`src/rtl/spectro_pkg.sv`:
```
// Shared types and constants for the spectrogram output path.
package spectro_pkg;

  localparam int unsigned WORD_W   = 12;
  localparam int unsigned SLOT_LEN = 12;
  localparam int unsigned CNT_W    = $clog2(SLOT_LEN);
  localparam int unsigned ENTRY_W  = WORD_W + 1;

  typedef enum logic [1:0] {
    IDLE  = 2'd0,
    LOAD  = 2'd1,
    SHIFT = 2'd2
  } state_t;

  typedef struct packed {
    logic              last;
    logic [WORD_W-1:0] data;
  } fifo_entry_t;

endpackage

```
`src/rtl/word_fifo.sv`:
```
// Synchronous FIFO with occupancy count; head is visible on rdata without a pop.
module word_fifo #(
  parameter int unsigned WIDTH = 13,
  parameter int unsigned DEPTH = 4
) (
  input  logic                       clk,
  input  logic                       rst,
  input  logic                       push,
  input  logic [WIDTH-1:0]           wdata,
  input  logic                       pop,
  output logic [WIDTH-1:0]           rdata,
  output logic                       full,
  output logic                       empty,
  output logic [$clog2(DEPTH):0]     level
);

  localparam int unsigned AW    = $clog2(DEPTH);
  localparam int unsigned LVL_W = AW + 1;

  logic [WIDTH-1:0] mem [DEPTH];
  logic [AW-1:0]    wr_ptr;
  logic [AW-1:0]    rd_ptr;
  logic             do_push;
  logic             do_pop;

  assign full    = (level == LVL_W'(DEPTH));
  assign empty   = (level == '0);
  assign do_push = push && !full;
  assign do_pop  = pop && !empty;
  assign rdata   = mem[rd_ptr];

  always_ff @(posedge clk) begin
    if (do_push) mem[wr_ptr] <= wdata;
  end

  always_ff @(posedge clk or posedge rst) begin
    if (rst) begin
      wr_ptr <= '0;
      rd_ptr <= '0;
      level  <= '0;
    end else begin
      if (do_push) wr_ptr <= wr_ptr + AW'(1);
      if (do_pop)  rd_ptr <= rd_ptr + AW'(1);
      case ({do_push, do_pop})
        2'b10:   level <= level + LVL_W'(1);
        2'b01:   level <= level - LVL_W'(1);
        default: level <= level;
      endcase
    end
  end

endmodule

```
`src/rtl/piso_word_scheduler.sv`:
```
// Feeds a 12-bit PISO: one load pulse per 12-cycle slot, back-to-back words,
// and qualifiers aligned with the PISO serial output.
module piso_word_scheduler
  import spectro_pkg::*;
#(
  parameter int unsigned DEPTH = 4
) (
  input  logic                      clk,
  input  logic                      rst,
  input  logic [WORD_W-1:0]         in_data,
  input  logic                      in_last,
  input  logic                      in_valid,
  output logic                      in_ready,
  output logic                      sl,
  output logic [WORD_W-1:0]         parallel_out,
  output logic                      ser_valid,
  output logic                      ser_frame_end,
  output logic [$clog2(DEPTH):0]    level,
  output logic                      idle
);

  state_t           state_q;
  state_t           state_d;
  fifo_entry_t      head;
  fifo_entry_t      wr_entry;
  logic             full;
  logic             empty;
  logic             push_c;
  logic             pop_c;
  logic             rdy_q;
  logic             last_q;
  logic [CNT_W-1:0] slot_cnt;
  logic             slot_end_c;

  assign in_ready   = rdy_q && !full;
  assign push_c     = in_valid && in_ready;
  assign wr_entry   = '{last: in_last, data: in_data};
  assign idle       = empty && (state_q == IDLE);
  assign slot_end_c = (slot_cnt == CNT_W'(SLOT_LEN - 1));

  word_fifo #(
    .WIDTH (ENTRY_W),
    .DEPTH (DEPTH)
  ) u_fifo (
    .clk   (clk),
    .rst   (rst),
    .push  (push_c),
    .wdata (wr_entry),
    .pop   (pop_c),
    .rdata (head),
    .full  (full),
    .empty (empty),
    .level (level)
  );

  always_ff @(posedge clk or posedge rst) begin
    if (rst) state_q <= IDLE;
    else     state_q <= state_d;
  end

  // Next state; the pop is taken on the edge that enters LOAD so the head
  // lands in parallel_out during the sl cycle.
  always_comb begin
    state_d = state_q;
    pop_c   = 1'b0;
    case (state_q)
      IDLE:    if (!empty) state_d = LOAD;
      LOAD:    state_d = SHIFT;
      SHIFT:   if (slot_end_c) state_d = empty ? IDLE : LOAD;
      default: state_d = IDLE;
    endcase
    if (state_d == LOAD) pop_c = 1'b1;
  end

  // Output registers and the one-cycle qualifier delay line.
  always_ff @(posedge clk or posedge rst) begin
    if (rst) begin
      rdy_q         <= 1'b0;
      sl            <= 1'b0;
      parallel_out  <= '0;
      last_q        <= 1'b0;
      slot_cnt      <= '0;
      ser_valid     <= 1'b0;
      ser_frame_end <= 1'b0;
    end else begin
      rdy_q         <= 1'b1;
      sl            <= pop_c;
      ser_valid     <= (state_q != IDLE);
      ser_frame_end <= (state_q == SHIFT) && slot_end_c && last_q;
      if (pop_c) begin
        parallel_out <= head.data;
        last_q       <= head.last;
        slot_cnt     <= '0;
      end else if (state_d == SHIFT) begin
        slot_cnt     <= slot_cnt + CNT_W'(1);
      end
    end
  end

endmodule
```
`config.mk`:
```
export PLATFORM = sky130hd
export DESIGN_NAME = piso_word_scheduler
export DESIGN_NICKNAME = d
export VERILOG_FILES = /design/src/rtl/spectro_pkg.sv /design/src/rtl/word_fifo.sv /design/src/rtl/piso_word_scheduler.sv
export SDC_FILE = /design/constraint.sdc
export NUM_CORES = 1
export LEC_CHECK = 0
export ABC_CLOCK_PERIOD_IN_PS = 7050
export CORE_MARGIN = 5
export CORE_UTILIZATION = 45
export CTS_BUF_LIST = sky130_fd_sc_hd__clkbuf_2
export DETAILED_ROUTE_END_ITERATION = 16
export GPL_TIMING_DRIVEN = 0
export PLACE_DENSITY = 0.64
export SYNTH_ARGS = -nofsm -noshare
export SYNTH_HDL_FRONTEND = slang
export SYNTH_HIERARCHICAL = 1
export SYNTH_SLANG_ARGS = --single-unit
```
`constraint.sdc`:
```
create_clock -name clk -period 7.05 [get_ports clk]
set_input_delay 1.0575 -clock clk [delete_from_list [all_inputs] [get_ports clk]]
set_output_delay 1.0575 -clock clk [all_outputs]
set_load 0.02 [all_outputs]
```
* Word level (Yosys, flattened, before mapping)
Memory sizes are Yosys's and may differ from the RTL's. A register that Yosys moved wholly into a read port is not among the register bits.
Cells that the tools add are included.
** Operators by class
- $add $sub $neg :: 5
- Equality and inequality tests :: 8
- Mux-type cells :: 10
- Reduce and logical (&&, ||, !) cells :: 14
** Operator list (count)
- $mux W4 :: 2
- $logic_and A1 B1 Y1 :: 7
- $eq A2 B1 Y1 const B :: 3
- $eq A2 B2 Y1 const B :: 3
- $pmux W2 S3 :: 1
- $pmux W3 S2 :: 1
- $reduce_bool A2 Y1 :: 3
- $add A2 B1 Y2 const B :: 2
- $add A4 B1 Y4 const B :: 1
- $eq A4 B4 Y1 const B :: 1
- $mux W1 :: 4
- $mux W2 :: 2
- $add A3 B1 Y3 const B :: 1
- $eq A3 B3 Y1 const B :: 1
- $logic_not A3 Y1 :: 1
- $sub A3 B1 Y3 const B :: 1
- $logic_not A1 Y1 :: 2
- $logic_not A2 Y1 :: 1
** Storage, ports and cells
- Bits in registers :: 17
- Bits in writable memories :: 52
- Output and inout port bits :: 20
- Memories kept :: 1
** Memories
- u_fifo.mem :: depth 4, width 13, rd ports 1, clocked after memory_dff 1, write ports 1, RTL line word_fifo.sv:20 : logic [WIDTH-1:0] mem [DEPTH];

* Longest topological paths before layout
- Depth in word-level cells :: 9
- Gate-level depth with buffers :: 12

* Cells and area by module
The synthesis kept the hierarchy.
** Modules (own cells, without submodules)
- word_fifo :: times used 1, cells an instance 106, area each 2338.5 um^2, sequential area each 1736.7 um^2
- piso_word_scheduler :: times used 1, cells an instance 69, area each 983.4 um^2, sequential area each 575.6 um^2

* Least setup slack after synthesis
OpenSTA, ideal clock, no wires.
- Path kind :: input to register
- Start point :: in in_valid
- End point :: reg u_fifo.level[2]
- Setup time :: 0.080 ns
- Arrival time :: 2.364 ns
- Data required time :: 6.970 ns
- Slack :: 4.606 ns
- Stages on the path :: 9
- Buffers on the path :: 0
- Path through :: and2_1 -> nor2b_2 -> inv_1 -> ha_1 -> inv_1 -> fa_1 -> xor2_1 -> nor2_1 -> xor2_1
** On the way
- Word-level cells in the longest chain between the ends :: 4
- Elaborated cells between the ends (all ways) :: 6
- Those cells by class :: eq/ne (2); mux (1); reduce/logical (3)
** Ends and longest elaborated chain
- start: declaration :: RTL line piso_word_scheduler.sv:12 : input logic in_valid,
- $logic_and A1 B1 Y1 * :: RTL line piso_word_scheduler.sv:36 : assign push_c = in_valid && in_ready;
- $logic_and A1 B1 Y1 * :: RTL line word_fifo.sv:28 : assign do_push = push && !full;
- $eq A2 B1 Y1 / $eq A2 B2 Y1 (equally long branches) :: RTL line word_fifo.sv:44 : case ({do_push, do_pop})
- $pmux W3 S2 / $reduce_bool A2 Y1 (equally long branches)
- end signal: assignment :: RTL line word_fifo.sv:45 : 2'b10: level <= level + LVL_W'(1);
- end signal: assignment :: RTL line word_fifo.sv:46 : 2'b01: level <= level - LVL_W'(1);
- end signal: assignment :: RTL line word_fifo.sv:47 : default: level <= level;
- end: declaration :: RTL line word_fifo.sv:14 : output logic [$clog2(DEPTH):0] level
Every way passes the cells marked *; elsewhere a longest branch is shown, timed or not.
A chain may end at the register's enable or synchronous reset.

* Worst setup path in the final report
- Start point :: reg u_fifo.level[0]
- End point :: out idle
** On the way
- Word-level cells in the longest chain between the ends :: 2
** Ends and longest elaborated chain
- $logic_not A3 Y1 :: RTL line word_fifo.sv:27 : assign empty = (level == '0);
- named net empty :: RTL line piso_word_scheduler.sv:27 : logic empty;
- $logic_and A1 B1 Y1 :: RTL line piso_word_scheduler.sv:38 : assign idle = empty && (state_q == IDLE);
- end: declaration :: RTL line piso_word_scheduler.sv:19 : output logic idle
The timed path passes the listed nets, and every way through them passes these cells.

==> out/qor.yml <==
htreeDepth: 3
critPathSlowestCell: "clkdlybuf4s50_1"
status: "complete, no violations"
rows: 31
synth_ff_type: "edfxtp_1"
grt_pass1_vias: 1793
holdCritPathClass: "reg2reg"
drv_slew: 0
synth_area_per_cell_um2: 19.0
nFillCells: 606
cts_setup_buffers: 0
drive_gt1_share_pct: 19.5
grt_overflow: 0
dieArea_um2: 9200
fmax_mhz: 320
ant_nets: 0
cts_buffer_depth: 2
ys_warn_count: 6
synth-edff-count: 52
tns_ns: 0
tightest_slew_ns: 0.931
cts.sinks: 82
final_common_cell: "edfxtp_1"
finalHoldViolCount: 0
yosysUniqueCellTypes: 35
hold_buffers: 0
numCtsBuffers: 9
drv_cap: 0
maxSlewHeadroom_pct: 37.9
fp.dieW_um: 95.9
finalSetupViolCount: 0
dp_hpwl_mm: 3.70
whs_path_depth: 1
slowest_delay_ns: 0.61
synthesis.area_um2: 3320
routed_wl_mm: 5.47
fin_crit_ns: 3.12
power_mw: 1.63
grt_usage_pct: 13.7
viasPerCell: 4.92
cts_tree: "yes"
grt_max_degree: 24
grt_pass1_wl_mm: 9.13
cts-root-buf: "clkbuf_2"
io_buffers: 35
clock_skew_ns: 0.0233
path_cells: "nor3_1, inv_1, nor2_1, clkdlybuf4s50_1"
yosysSeqAreaShare_pct: 69.6
start_util_pct: 46.0
first_iter_violations: 38
leakage_nw: 1.46
fp.dieH_um: 95.9
period_share_pct: 44.3
cts_resized: 0
path_clk_slew_ns: 0.19
dr_total_vias: 1600
io_pins: 36
cp-start-kind: "flop"
critPathRequiredTime_ns: 5.99
worst-path-max-fanout: 6
async_reset_ff_share_pct: 36.6
diodes: 0
ir_drop_uv: 189
endpoint_kind: "output port"
clk_latency_ns: 0.46
p_per_area_nw_per_um2: 421
holdWs_ns: 0.535
crit_type: "reg2out"
rsz0062_at_grt: "false"
syn_inst: 175
core_area_um2: 7210
drc: 0
place.gp.congestion: 0.774
synth_fp_nets: 200
fin_nets: 246
reg2reg_depth: 11
drtPass1Iterations: 4
antenna_found_initial: 0
final_cell_mix: "52 x edfxtp_1, 35 x clkdlybuf4s50_1, 30 x dfrtp_1"
cp.arrival_ns: 2.07
areaGrowthSynthToFinish_pct: 16.6
synth.ff_latch_count: 82
wl_per_cell_um: 16.8
## sequential cells by signal, indices dropped and copies added, names as in the netlist
| register | flops |
|---|---|
| u_fifo/mem | 52 |
| parallel_out | 12 |
| slot_cnt | 4 |
| u_fifo/level | 3 |
| state_q | 2 |
| u_fifo/rd_ptr | 2 |
| u_fifo/wr_ptr | 2 |
| last_q | 1 |
| rdy_q | 1 |
| ser_frame_end | 1 |
| ser_valid | 1 |
| sl | 1 |
## power by group
group / internal [mW] / switching, mW / total (mW)
sequential: 0.635 / 0.0757 / 0.711
clock: 0.0452 / 0.142 / 0.188
combinational: 0.399 / 0.332 / 0.731
total: 1.08 / 0.550 / 1.63
## kinds of logic after synthesis
logic type      after synthesis  synth area share, %
compound gates                8                 1.73
xor+xnor                      6                 1.58
fa+ha+maj                     9                 3.62
buf+inv                      16                 3.28
flops                        82                 69.6
mux                          29                 15.9
other cells                   1                0.113
simple gates                 24                 4.18
## per-stage QoR
step	std cells	instance area, um2	setup slack (ns)	util [%]
after floorplan	175	3320	4.61	-
after global placement	309	3800	4.12	52.6
after detailed placement	309	3800	4.06	52.6
after CTS	325	3870	3.88	53.7
after global routing	325	3870	3.78	53.7
final	325	3870	3.93	53.7
## cells in the mapped netlist, drive strengths merged, types with 4 or more instances
master / count / area, um2
and2: 5 / 31.3
buf: 5 / 67.6
dfrtp: 30 / 751
edfxtp: 52 / 1560
ha: 8 / 100
inv: 11 / 41.3
mux2: 15 / 206
mux4: 13 / 312
nand2: 4 / 15.0
nor2: 4 / 15.0
nor2b: 4 / 27.5
## metal layers
metal | wire length, um | vias up | global-route usage (%)
li1 | - | 748 | -
met1 | 2370 | 820 | 16.7
met2 | 2870 | 27 | 23.8
met3 | 157 | 5 | 2.81
met4 | 61 | 0 | 5.33
met5 | 0 | - | 0
## worst max-delay path, delay by kind of cell (launching register included)
| family | cells | cell delay (ns) |
|---|---|---|
| flops | 1 | 0.50 |
| buf+inv | 2 | 0.69 |
| simple gates | 2 | 0.42 |
## final timing paths
kind                                       from         endpoint  slack, ns
worst max register to register      slot_cnt[0]  u_fifo/level[2]       4.22
worst max-delay path            u_fifo/level[0]             idle       3.93
max in group asynchronous                   rst  parallel_out[2]       5.36
worst min-delay path            parallel_out[3]  parallel_out[3]       0.54
min in group asynchronous                   rst  u_fifo/level[1]       0.83
worst min register to register  parallel_out[3]  parallel_out[3]       0.54
## layout make-up
| class | count | area (um2) | share of cell area, % |
|---|---|---|---|
| sequential | 82 | 2310 | 59.7 |
| tap | 99 | 124 | 3.20 |
| timing repair buffer | 35 | 350 | 9.05 |
| clock inverter | 5 | 21.3 | 0.549 |
| inverter | 11 | 41.3 | 1.07 |
| clock buffer | 11 | 55.1 | 1.42 |
| buffer | 5 | 67.6 | 1.74 |
| multi-input combinational | 77 | 901 | 23.3 |
No activity file was read; power rests on OpenSTA's default activity.
